--- src/rtl/gpr_wb_arbiter.sv ---
// Round-robin arbiter that shares the register-file write port among NUM_REQ writeback sources.
// Grants are combinational; the winning write is registered and presented one cycle later.
module gpr_wb_arbiter #(
  parameter int NUM_REQ = 3,
  parameter int XLEN    = 32,
  parameter int ADDR_W  = 5
) (
  input  logic                         i_clk,
  input  logic                         i_resetn,
  input  logic                         i_hold,
  input  logic [NUM_REQ-1:0]           i_reqValid,
  output logic [NUM_REQ-1:0]           o_reqReady,
  input  logic [NUM_REQ*ADDR_W-1:0]    i_reqAddr,
  input  logic [NUM_REQ*XLEN-1:0]      i_reqData,
  output logic                         o_wrEn,
  output logic [ADDR_W-1:0]            o_wrAddr,
  output logic [XLEN-1:0]              o_wrData,
  output logic [$clog2(NUM_REQ)-1:0]   o_grantId
);

  localparam int GID_W = $clog2(NUM_REQ);
  localparam logic [GID_W:0] NUM_REQ_W = (GID_W+1)'(NUM_REQ);
  localparam logic [GID_W-1:0] LAST_ID = GID_W'(NUM_REQ - 1);

  logic [GID_W-1:0]  r_ptr;
  logic              r_wrEn;
  logic [ADDR_W-1:0] r_wrAddr;
  logic [XLEN-1:0]   r_wrData;
  logic [GID_W-1:0]  r_grantId;

  logic [ADDR_W-1:0] w_addrArr [NUM_REQ];
  logic [XLEN-1:0]   w_dataArr [NUM_REQ];
  logic [NUM_REQ-1:0] w_ready;
  logic              w_hs;
  logic [GID_W-1:0]  w_gid;
  logic [GID_W:0]    w_sum;
  logic [GID_W-1:0]  w_idx;

  for (genvar k = 0; k < NUM_REQ; k++) begin : g_unpack
    assign w_addrArr[k] = i_reqAddr[k*ADDR_W +: ADDR_W];
    assign w_dataArr[k] = i_reqData[k*XLEN +: XLEN];
  end

  // Scan from the pointer with wrap; the first valid requester wins.
  always_comb begin
    w_ready = '0;
    w_hs    = 1'b0;
    w_gid   = '0;
    w_sum   = '0;
    w_idx   = '0;
    if (i_resetn && !i_hold) begin
      for (int i = 0; i < NUM_REQ; i++) begin
        w_sum = {1'b0, r_ptr} + (GID_W+1)'(i);
        if (w_sum >= NUM_REQ_W) w_sum = w_sum - NUM_REQ_W;
        w_idx = w_sum[GID_W-1:0];
        if (!w_hs && i_reqValid[w_idx]) begin
          w_hs           = 1'b1;
          w_gid          = w_idx;
          w_ready[w_idx] = 1'b1;
        end
      end
    end
  end

  always_ff @(posedge i_clk or negedge i_resetn) begin
    if (!i_resetn) begin
      r_ptr     <= '0;
      r_wrEn    <= 1'b0;
      r_wrAddr  <= '0;
      r_wrData  <= '0;
      r_grantId <= '0;
    end else if (w_hs) begin
      r_ptr     <= (w_gid == LAST_ID) ? '0 : w_gid + 1'b1;
      r_wrEn    <= (w_addrArr[w_gid] != '0);  // x0 writes are accepted but dropped
      r_wrAddr  <= w_addrArr[w_gid];
      r_wrData  <= w_dataArr[w_gid];
      r_grantId <= w_gid;
    end else begin
      r_wrEn    <= 1'b0;
    end
  end

  assign o_reqReady = w_ready;
  assign o_wrEn     = r_wrEn;
  assign o_wrAddr   = r_wrAddr;
  assign o_wrData   = r_wrData;
  assign o_grantId  = r_grantId;

endmodule

--- config.mk ---
export PLATFORM = sky130hd
export DESIGN_NAME = gpr_wb_arbiter
export DESIGN_NICKNAME = d
export VERILOG_FILES = /design/src/rtl/gpr_wb_arbiter.sv
export SDC_FILE = /design/constraint.sdc
export NUM_CORES = 1
export LEC_CHECK = 0
export BUFFER_PORTS_ARGS = -buffer_cell sky130_fd_sc_hd__buf_2
export CAP_MARGIN = 25
export CORE_AREA = 3 3 79 81
export CTS_CLUSTER_SIZE = 28
export DETAILED_ROUTE_END_ITERATION = 8
export DIE_AREA = 0 0 82 84
export HOLD_SLACK_MARGIN = 0.03
export PLACE_DENSITY = 0.83
export SETUP_SLACK_MARGIN = 0.4
export SYNTH_ARGS = -nofsm -noshare
export SYNTH_HDL_FRONTEND = slang
export SYNTH_SLANG_ARGS = --single-unit
--- constraint.sdc ---
create_clock -name i_clk -period 3.7 [get_ports i_clk]
set_input_delay 0.37 -clock i_clk [delete_from_list [all_inputs] [get_ports i_clk]]
set_output_delay 0.37 -clock i_clk [all_outputs]
set_load 0.01 [all_outputs]
=== Yosys cells after proc, flatten, opt, wreduce, memory -nomap -nowiden ===
Index checks and enable logic that the tools add are counted.

* Bits in latches: 0
* RAM bits: 0
* Memories kept: 0
* Register bits: 42
* Memory bits (read-only): 0
* Output and inout port bits: 43

* Bitwise logic cells: 3
* $mul: 0
* Reductions and logical operators: 10
* Order comparisons: 10
* Divide/modulo/power cells: 0
* $add $sub $neg: 6
* Shifts and indexed selects: 0
* Multiplexer cells: 42
* Eq/ne operators: 1

{| class="wikitable"
|+ Operators by type and width
! operator !! count
|-
| 32-bit binary-select mux with 2-bit select || 1
|-
| 32-bit two-way mux || 2
|-
| 2-bit two-way mux || 11
|-
| 3-bit two-way mux || 6
|-
| 1-bit two-way mux || 13
|-
| 5-bit binary-select mux with 2-bit select || 1
|-
| 5-bit two-way mux || 2
|-
| 2-bit by 3-bit < comparator with 1-bit output, second input constant || 3
|-
| 1-bit binary-select mux with 2-bit select || 3
|-
| 1-bit demux with 2-bit select || 3
|-
| 2-bit by 1-bit >= comparator with 1-bit output, second input constant || 3
|-
| 3-bit by 2-bit >= comparator with 1-bit output, second input constant || 2
|-
| 1-bit logical AND || 6
|-
| 3-bit OR || 2
|-
| 2-bit subtractor, second input constant || 3
|-
| 5-bit nonzero test || 1
|-
| 2-bit by 1-bit adder with 3-bit output, second input constant || 1
|-
| 2-bit by 2-bit adder with 3-bit output, second input constant || 1
|-
| 3-bit >= comparator, second input constant || 1
|-
| 1-bit logical NOT || 3
|-
| 2-bit inverter with 3-bit output || 1
|-
| 2-bit by 1-bit adder with 2-bit output, second input constant || 1
|-
| 2-bit equality test, second input constant || 1
|-
| 2-bit >= comparator, second input constant || 1
|}

=== Longest topological paths before layout ===
* Depth after elaboration: 21
* Mapped depth: 11
* Depth with buffers taken out: 8

=== Worst setup path before layout ===
Ideal clock, no wire load.

* Path kind: reg-to-reg
* Start point: reg r_ptr[0]
* End point: reg r_wrEn, in the netlist o_wrEn
* Cell stages (with the launch flop): 11
* Arrival: 2.181 ns
* Data required time: 3.558 ns
* Setup slack: 1.377 ns
* Path buffers: 2
* Cells stage by stage: dfrtp_1 inv_1 ha_1 buf_2 o21ai_0 a32o_1 a221oi_4 o21ai_2 buf_6 a221oi_2 a41oi_1

* Cells in the longest elaborated chain, start to end: 21

{| class="wikitable"
|+ RTL lines
! item !! line !! RTL
|-
| start: declaration || 25 || <nowiki>logic [GID_W-1:0] r_ptr;</nowiki>
|-
| start signal: assignment || 73 || <nowiki>r_ptr <= (w_gid == LAST_ID) ? '0 : w_gid + 1'b1;</nowiki>
|-
| branches (longest 20 deep; another with 2-bit by 1-bit adder with 3-bit output) || n/a ||
|-
| 1-bit two-way mux (*) || 72 || <nowiki>end else if (w_hs) begin</nowiki>
|-
| end signal: assignment || 74 || <nowiki>r_wrEn <= (w_addrArr[w_gid] != '0);</nowiki>
|-
| end: declaration || 26 || <nowiki>logic r_wrEn;</nowiki>
|}

Every way passes the cells marked *. The select of a mux whose other input is x is not followed.
A chain may end at the register's enable or synchronous reset.

=== Worst setup path after layout ===
* Start point: reg r_ptr[0]
* End point: reg r_wrData[5], in the netlist o_wrData[5]

* Cells in the longest elaborated chain, start to end: 19

{| class="wikitable"
|+ RTL lines
! item !! line !! RTL
|-
| branches (longest 19 deep; another with 2-bit by 1-bit adder with 3-bit output) || n/a ||
|-
| end signal: assignment || 76 || <nowiki>r_wrData <= w_dataArr[w_gid];</nowiki>
|-
| end: declaration || 28 || <nowiki>logic [XLEN-1:0] r_wrData;</nowiki>
|}

Several ways; the timed one is not identified. The select of a mux whose other input is x is not followed.

==> run metrics <==
DR vias=about 2600; Setup Buffers After CTS=0; CP bufs+invs=2; Hold WC Path Type=primary input to async pin; CTS Buffer Depth=2; CTS tree=yes; design area=3406 um^2; yosys warns=0; Finished Layout Cells=475; Wirelength per Cell=between 15 and 20 um; final worst slack=roughly 0.84 ns; Fillers=499; Mean Syn Cell Area=9.946 um^2; pins over their slew limit=0; RSZ-0062 raised after global routing=no; R2R Path Start=r_ptr[0]; Initial Utilization=45.78%; max-cap violation count=0; core area=5540 um^2; maximum number of pins on one net before global-route repair=44; post-synth cell types=42; Pwr Density=around 830 nW/um^2; syn nets=376; Placer Congestion=~0.89; total cell area at the placement stage=roughly 3300 um^2; initial antenna violation count=0; vias in the first global route=2546; R2R Path End=o_wrData[5]; Rel. slew slack=43.23%; layout cell share with drive strength beyond 1=between 40% and 50%; io pins=160; total power=0.002825 W; DR pass1 iterations=4; Worst Tran Pin Value=approximately 0.85 ns; slowest CP cell=ha_1; gr ovfl total=0; Post-Syn Area=approximately 2500 um^2; area share of xor/xnor cells in the synthesized design=0%; first-pass GRT wire length=about 12000 um; Worst EP arrival=3.03 ns; Post-Route WL=7892 um; vias per inst=roughly 5.5; Worst VDD drop=0.4835 mV; crit end category=flip-flop; cell family with most CP delay=compound AO/OA/AOI/OAI gates; pre-CTS setup slack=0.8960 ns; area grow syn2layout=34.29%; Tot GR Track Use=a little under a quarter; Post-Synthesis Cells=255; FF+latch count, synth=42; status=finished, final reports clean; P_leak=1.730 nW; dpl hpwl=roughly 6100 um; Post-route DRC=0; Reg clk slew, reported paths=approximately 0.080 ns; clk root buf=clkbuf_8; Final period util=around 77%; clk sinks=42; CP Class=flip-flop to flip-flop; post-route minimum period=2.855 ns; PostCTS Resize Cnt=0; final setup vio count=0; multiplexer area fraction after synthesis=2.911%; R2R cell count=8; Hold Violations, Final=0; crit path max fanout=38; Die Ht=84 um; H-tree levels=2; Synth Area in Adders=1.973%; CTS Hold Buffers Added=0; CP cell instances=inv_1, ha_1, or2_1, a32o_1, a221oi_4, buf_4, nor3_4, a221o_1; Initial DRC Count=174; critical path required time=3.87 ns; Die ar.=6888 um^2; Diodes inserted=0; main combinational cell family by area after synthesis=compound AO/OA/AOI/OAI gates; Die W=roughly 80 um; R2R Setup Slk=approximately 0.84 ns; crit start category=flip-flop; post-synthesis simple-gate area fraction=8.979%; most frequent cells in the layout=buf_2 (159), dfrtp_1 (42), a22oi_1 (41); row count=27; Sum Neg Setup Slack=0 ns; final setup skew=0.006918 ns; Seq/Total Area, Yosys=41.44%; Synth Area in Compound Gates=37.69%; # nets final=523; clk_lat worst skew=0.29 ns; placed insts=467; post-route ant nets=0; most common cell after layout, fill and taps aside=buf_2; CTS buffer count=5; Max Fclk=roughly 350 MHz; port bufs=159; max incr delay on CP=0.43 ns
[area by class of cell]
type / instances / area (um^2) / area share, %
Timing Repair Buffer: 165 / 840.8 / 24.69
Multi-Input combinational cell: 183 / 1310 / 38.46
Clock inverter: 1 / 8.758 / 0.2572
Tap cell: 72 / 90.09 / 2.645
Clock buffer: 7 / 86.33 / 2.535
Sequential cell: 42 / 1051 / 30.86
Inverter: 5 / 18.77 / 0.5511
[power breakdown]
part / total (W) / internal [W] / switching (W) / leakage, nW
sequential: 0.000802 / 0.000678 / 0.000123 / 0.518
combinational: 0.00171 / 0.000731 / 0.000976 / 1.16
clock: 0.000317 / 0.000154 / 0.000162 / 0.0489
total: 0.00282 / 0.00156 / 0.00126 / 1.73
[through the flow]
step | utilization (%) | hold WS, ns
finish | 61.47 | 0.2049
global placement | 59.76 | 0.4600
CTS | 61.47 | 0.2236
detailed placement | 59.76 | 0.4584
floorplan | - | 0.07441
global route | 61.47 | 0.2415
[state kept, by name (all words and copies together) (netlist names)]
name / count
r_ptr: 2
o_grantId: 2
o_wrEn: 1
o_wrData: 32
o_wrAddr: 5
[cells by family after synthesis]
| group | count (synthesis) |
|---|---|
| buffers and inverters | 30 |
| AOI/OAI and AO/OA | 124 |
| DFF | 42 |
| adders and majority gates | 4 |
| and+or+nand+nor | 49 |
| muxes | 6 |
[layer usage]
metal	vias to the layer above	GRT usage [%]	part of all wire, %
li1	1275	-	-
met1	1201	27.38	38
met2	130	39.75	52
met3	9	5.292	8.4
met4	0	5.287	1.4
met5	-	0	0
[cell usage after synthesis (all sizes together)]
cell type / count / share of area (%)
dfrtp: 42 / 41
a22oi: 41 / 12
o21ai: 31 / 6.3
nand2: 23 / 3.4
a22o: 18 / 6.2
buf: 15 / 4.8
nor2: 14 / 2.1
a221o: 10 / 3.9
clkbuf: 10 / 1.5
a21oi: 5 / 0.99
inv: 5 / 0.74
ha: 4 / 2.0
mux2i: 4 / 1.9
a21o: 3 / 0.89
a221oi: 3 / 2.0
a32oi: 3 / 1.0
nand3b: 3 / 0.89
a32o: 2 / 0.79
mux2: 2 / 1.0
nand2b: 2 / 0.49
nor2b: 2 / 0.49
o31ai: 2 / 1.1
or2: 2 / 0.49
a211oi: 1 / 0.30
a311oi: 1 / 0.35
a41oi: 1 / 0.35
nand3: 1 / 0.20
nor3: 1 / 0.64
nor3b: 1 / 0.30
o211a: 1 / 0.39
o21a: 1 / 0.30
o41ai: 1 / 0.64
[worst register-to-register path: stages (launching register included)]
cell and delay [ns]:
dfrtp_1 0.40, inv_1 0.09, ha_1 0.43, or2_1 0.28, a32o_1 0.30, a221oi_4 0.25
buf_4 0.42, nor3_4 0.21, a221o_1 0.36
[worst max-delay path by stage]
stage / slack, ns / cells after the start / startpoint / end
2_1_floorplan: 1.38 / 10 / r_ptr[0] / o_wrEn
3_3_place_gp: 0.97 / 7 / r_ptr[1] / o_wrData[11]
3_5_place_dp: 0.90 / 8 / r_ptr[0] / o_wrData[5]
4_1_cts: 0.86 / 8 / r_ptr[0] / o_wrData[5]
5_1_grt: 0.61 / 8 / r_ptr[1] / o_wrData[25]
6_report: 0.84 / 8 / r_ptr[0] / o_wrData[5]
Note: power is estimated with default switching activity, not from simulation.
